===== config.mk =====
export PLATFORM = sky130hd
export DESIGN_NAME = sa_result_drain
export DESIGN_NICKNAME = d
export VERILOG_FILES = /design/src/rtl/sa_result_drain.sv
export SDC_FILE = /design/constraint.sdc
export NUM_CORES = 1
export LEC_CHECK = 0
export ABC_AREA = 1
export BUFFER_PORTS_ARGS = -buffer_cell sky130_fd_sc_hd__buf_2
export CAP_MARGIN = 10
export CORE_ASPECT_RATIO = 1.1
export CORE_UTILIZATION = 45
export DETAILED_ROUTE_END_ITERATION = 16
export PLACE_DENSITY = 0.71
export SLEW_MARGIN = 5
export SYNTH_ARGS = -nofsm -noshare
export SYNTH_HDL_FRONTEND = slang
export SYNTH_SLANG_ARGS = --single-unit

===== constraint.sdc =====
create_clock -name CLK -period 1.26 [get_ports CLK]
set_input_delay 0.252 -clock CLK [delete_from_list [all_inputs] [get_ports CLK]]
set_output_delay 0.252 -clock CLK [all_outputs]
set_load 0.1 [all_outputs]

===== src/rtl/sa_result_drain.sv =====
// Systolic-array result drain: snapshots the NxN accumulator plane on START and
// streams it row-major over valid/ready. The snapshot lets the array keep running.

// One snapshot word: loads on capture, otherwise holds.
module sa_drain_word #(
  parameter int DW = 16
) (
  input  logic          CLK,
  input  logic          RST,
  input  logic          load,
  input  logic [DW-1:0] d,
  output logic [DW-1:0] q
);
  // Capture register, cleared by reset.
  always_ff @(posedge CLK) begin
    if (RST)       q <= '0;
    else if (load) q <= d;
  end
endmodule

module sa_result_drain #(
  parameter int N  = 4,
  parameter int DW = 16,
  parameter int IW = $clog2(N)
) (
  input  logic              CLK,
  input  logic              RST,
  input  logic              START,
  input  logic [N*N*DW-1:0] C_IN,
  input  logic              CLR_ERR,
  output logic [DW-1:0]     OUT_DATA,
  output logic [IW-1:0]     OUT_ROW,
  output logic [IW-1:0]     OUT_COL,
  output logic              OUT_VALID,
  input  logic              OUT_READY,
  output logic              OUT_LAST,
  output logic              BUSY,
  output logic              DONE,
  output logic              ERR
);
  localparam int NN = N * N;
  localparam int XW = $clog2(NN);

  typedef enum logic [1:0] {S_IDLE, S_STREAM, S_DONE} state_t;

  state_t                 state, state_nxt;
  logic [NN-1:0][DW-1:0]  snap;
  logic [XW-1:0]          idx;   // flat word index, selects the snapshot word
  logic [IW-1:0]          row, col;
  logic                   load, fire, last;

  // Capture only from IDLE; START elsewhere is an error, not a restart.
  assign load = START && (state == S_IDLE);
  assign fire = OUT_VALID && OUT_READY;
  assign last = (idx == XW'(NN - 1));

  genvar g;
  generate
    for (g = 0; g < NN; g++) begin : g_word
      sa_drain_word #(.DW(DW)) u_word (
        .CLK  (CLK),
        .RST  (RST),
        .load (load),
        .d    (C_IN[g*DW +: DW]),
        .q    (snap[g])
      );
    end
  endgenerate

  // State register.
  always_ff @(posedge CLK) begin
    if (RST) state <= S_IDLE;
    else     state <= state_nxt;
  end

  // Next state and stream outputs; outputs are zeroed whenever no beat is offered.
  always_comb begin
    state_nxt = state;
    OUT_VALID = 1'b0;
    BUSY      = 1'b0;
    DONE      = 1'b0;
    unique case (state)
      S_IDLE:   if (load) state_nxt = S_STREAM;
      S_STREAM: begin
        OUT_VALID = 1'b1;
        BUSY      = 1'b1;
        if (fire && last) state_nxt = S_DONE;
      end
      S_DONE: begin
        DONE      = 1'b1;
        state_nxt = S_IDLE;
      end
      default:  state_nxt = S_IDLE;
    endcase
    OUT_DATA = OUT_VALID ? snap[idx] : '0;
    OUT_ROW  = OUT_VALID ? row : '0;
    OUT_COL  = OUT_VALID ? col : '0;
    OUT_LAST = OUT_VALID && last;
  end

  // Beat position; row/col kept alongside the flat index to avoid a divider.
  always_ff @(posedge CLK) begin
    if (RST || load) begin
      idx <= '0;
      row <= '0;
      col <= '0;
    end else if (fire) begin
      if (last) begin
        idx <= '0;
        row <= '0;
        col <= '0;
      end else begin
        idx <= idx + 1'b1;
        if (col == IW'(N - 1)) begin
          col <= '0;
          row <= row + 1'b1;
        end else begin
          col <= col + 1'b1;
        end
      end
    end
  end

  // Sticky error: a set in the same cycle as a clear wins.
  always_ff @(posedge CLK) begin
    if (RST)                              ERR <= 1'b0;
    else if (START && state != S_IDLE)    ERR <= 1'b1;
    else if (CLR_ERR)                     ERR <= 1'b0;
  end
endmodule


* After elaboration in Yosys (flattened, before gate mapping) *
Index checks and enable logic that the tools add are counted.
W data, S select, Z words.

storage, ports and cells
  register bits = 267
  input bits = 261
  output and inout port bits = 25
  word-level logic and storage cells = 60

cells by class
  $add $sub $neg = 3
  magnitude comparators = 1
  equal/unequal tests = 6
  mux-type cells = 17
  reduce and logical (&&, ||, !) cells = 12

operators by type and width
  operator               count
  $bmux W16 S4           1
  $mux W16               2
  $mux W2                8
  $reduce_bool A2 Y1     3
  $logic_and A1 B1 Y1    5
  $lt A4 B5 Y1 const B   1
  $add A2 B1 Y2 const B  2
  $add A4 B1 Y4 const B  1
  $eq A2 B2 Y1 const B   2
  $eq A4 B4 Y1 const B   1
  $mux W1                4
  $mux W4                1
  $ne A2 B2 Y1 const B   2
  $pmux W2 S2            1
  $reduce_and A2 Y1      2
  $eq A2 B1 Y1 const B   1
  $logic_not A2 Y1       1
  $logic_or A1 B1 Y1     1

* Logic depth before layout (Yosys ltp) *
  depth after elaboration = 6
  depth in mapped cells = 10

* By module *
From an unflattened synthesis, not the netlist that was laid out.

unflattened totals
  cells, all modules = 2500
  area, all modules = 14609.0 µm²

modules (own cells, without submodules)
  module           times used  cells each  area each (µm²)
  sa_drain_word    16          101         670.6
  sa_result_drain  1           884         3878.7

* Worst setup path after synthesis *
OpenSTA, ideal clock, no wires.

  path kind = register to output
  from = reg idx[0]
  to = out OUT_DATA[10]
  data arrival time = 2.486 ns
  required time = 1.008 ns
  setup slack = -1.478 ns
  cell stages (with the launch flop) = 10
  cells stage by stage = dfxtp_1 > buf_4 > buf_6 > buf_4 > nor2_1 > nor2_1 > nand2_1 > nand3_1 > nand3_1 > a21oi_1

between the ends
  cells in the longest elaborated chain, start to end = 3

ends and longest elaborated chain
  what                            line  text
  from (decl)                     48    logic [XW-1:0] idx;
  from (signal assigned)          113   idx <= idx + 1'b1;
  $bmux W16 S4                    95    OUT_DATA = OUT_VALID ? snap[idx] : '0;
  $mux W16 (not written as such)  95
  $mux W16                        95
  to (decl)                       31    output logic [DW-1:0] OUT_DATA,

No other way between the ends. The select of a mux whose other input is x is not followed.

* Final worst setup path *
  from = reg idx[0]
  to = out OUT_DATA[11]

The elaborated chain is that of the path after synthesis.

==> flow_summary.yaml <==
sta:
  period_minus_slack_ns: 2.58
  hold_viol: 22
  fmax_ghz: 0.387
  slew_headroom_pct: 67.9
  fin_ws_ns: -1.32
  post-route-period-util_pct: 205
  whs_ns: -0.0235
  report.final.slew_viol_count: 0
  worst_pin_slew_ns: 0.482
  skew_ns: 0.00940
  fin_setup_tns_ns: -80.54
  setup-violations-final: 290
  rsz0062_at_grt: "true"
detailed_routing:
  postRouteAntennaNets: 0
  drtIter0Drc: 2167
  avgRoutedWirePerCell_um: 22.3
  wirelength_um: 62400
  drc: 0
  viasPerCell: 5.86
  drtPass1Iterations: 8
  via_count: 16392
worst_setup_path:
  crit_arrival_ns: 2.33
  path_max_fanout: 15
  required_ns: 1.01
  worstSetupPathType: "register to primary output"
  start_kind: "register"
  end_kind: "primary output"
clocking:
  numCtsBuffers: 27
  root_buffer: "clkbuf_16"
  clock_latency_ns: 0.55
  cts.sinks: 267
  cts_tree: "built"
  h-tree-depth: 1
  path_clk_slew_ns: 0.07
  cts_max_path_buffers: 3
global_route:
  grt_util_met1_pct: 38.0
  antenna_found_initial: 1
  grt_use_met3_pct: 4.89
  grt_max_degree: 80
  grt_util_met2_pct: 53.7
  grt-ovfl-total: 0
  grt_pass1_wl_um: 69000
  grt_pass1_vias: 13645
  busiest_layer: "met2"
  grtUsageTotal_pct: 31.3
layout:
  stdcell_count: 2796
  drive_above_1_share_pct: 43.2
  n_antenna_cell: 0
  fin_util_pct: 83.2
  nets: 2688
  area_growth_pct: 79.7
  layout_common_cells: "nand2_1 (337), dfxtp_1 (263), buf_2 (260)"
  finalInstanceArea_sq_um: 22000
  final_common_cell: "nand2_1"
min_path:
  hp-class: "input port to register"
synthesis:
  ys_warn_count: 0
  synth_area_sq_um: 12200
  synth_nets: 2096
  yosysSeqAreaShare_pct: 43.7
  synth_cells: 1833
  synth-seq-cells: 267
  synth_area_per_cell_sq_um: 6.68
  ys_types: 24
floorplanning:
  rows: 62
  top_level_ports: 286
  core-area_sq_um: 26500
  die_x_um: 159
  die_h_um: 175
  start_util_pct: 46.3
  dieArea_sq_um: 27900
outcome:
  violations: "hold timing, setup timing"
  outcome: "finished, violations left"
run:
  maxCapViolCount: 0
placed_design:
  portBuffers: 285
  placed_cell_area_sq_um: 16100
  hpwlAfterDp_um: 29400
  gp_congestion: 0.885
  dpl.cell_count: 2558
power_and_ir_drop:
  p_leak_nw: 9.60
  power.density_nw_per_um2: 1140
  ir_worst_vdd_v: 0.000800
==> repair_timing <==
item	in CTS	in global routing
resized for setup	176	630
hold endpoints to repair	82	21
endpoints found under the setup margin	291	291
pin swaps	23	123
cloned	14	41
hold buffers	81	21
buffers inserted	12	29
==> final timing paths <==
kind                            from                      end  slack (ns)  cells after the start
max                           idx[0]             OUT_DATA[11]       -1.32                     11
min                        C_IN[251]  g_word[15].u_word.q[11]       -0.02                      3
max reg2reg                 state[1]   g_word[9].u_word.q[11]       -0.38                      7
min reg2reg  g_word[12].u_word.q[15]  g_word[12].u_word.q[15]        0.46                      2
==> flip-flops by register name, indices dropped and copies added, names as in the netlist <==
| register | count |
|---|---|
| row | 2 |
| ERR | 1 |
| idx | 4 |
| state | 2 |
| g_word.u_word.q | 256 |
| col | 2 |
==> Yosys cell counts <==
master,count,area (sq um)
o21ai_1,1,5.00
dfxtp_1,267,5350
a211oi_2,1,12.5
nor2_2,4,25.0
buf_1,2,7.51
ha_1,2,25.0
nand2_1,346,1300
a211oi_1,1,7.51
clkbuf_2,4,20.0
buf_6,8,90.1
o21ai_0,262,1310
clkinv_1,1,3.75
a21oi_1,230,1150
xor2_1,1,8.76
inv_2,5,18.8
nand3_1,130,651
nor3_1,1,5.00
nor2_1,205,769
nand2_2,1,6.26
buf_4,9,67.6
inv_1,239,897
a22oi_1,1,7.51
buf_2,70,350
clkbuf_1,42,158
==> power by group <==
group | total (W) | internal, W | switching, W
registers | 0.00948 | 0.00914 | 0.000344
logic | 0.00721 | 0.00329 | 0.00392
clock network | 0.00833 | 0.00476 | 0.00357
total | 0.0250 | 0.0172 | 0.00783
==> layout make-up <==
cell class / instances / area (sq um)
Clock buffer: 41 / 800
Timing Repair Buffer: 695 / 6860
Tap cell: 352 / 440
Inverter: 245 / 951
Multi-Input combinational cell: 1189 / 7500
Clock inverter: 7 / 85.1
Sequential cell: 267 / 5360
Fill cell: 1329 / 4460
==> kinds of logic after synthesis <==
kind of cell / share of synthesized area, %
buf+inv: 13.2
flops: 43.7
compound gates: 20.4
simple gates: 22.5
fa+ha+maj: 0.204
xor+xnor: 0.0716
==> metal layers <==
layer	up-vias	share of wire [%]	routed length [um]
met2	1372	48	29800
met4	0	8.1	5060
li1	7023	-	-
met3	445	10	6310
met5	-	0	0
met1	7552	34	21200
==> stage by stage <==
stage               hold slack (ns)  setup slack (ns)  total power [W]
finish                      -0.0235             -1.32           0.0250
global route               -0.00595             -1.36           0.0256
CTS                        0.000553             -1.18           0.0225
detailed placement            0.442            -0.727           0.0138
global placement              0.437            -0.687           0.0137
floorplan                     0.311            -0.609           0.0119
==> critical path, cell delays in order, from the launching register on <==
cell and delay, ns:
dfxtp_4 0.49, inv_8 0.09, buf_12 0.16, buf_4 0.15
nand2_1 0.08, nand3_1 0.12, nand2_1 0.11, nand2_1 0.06
nand2_1 0.06, inv_1 0.07, a21oi_4 0.18, buf_12 0.20
No activity file was read; power rests on OpenSTA's default activity.
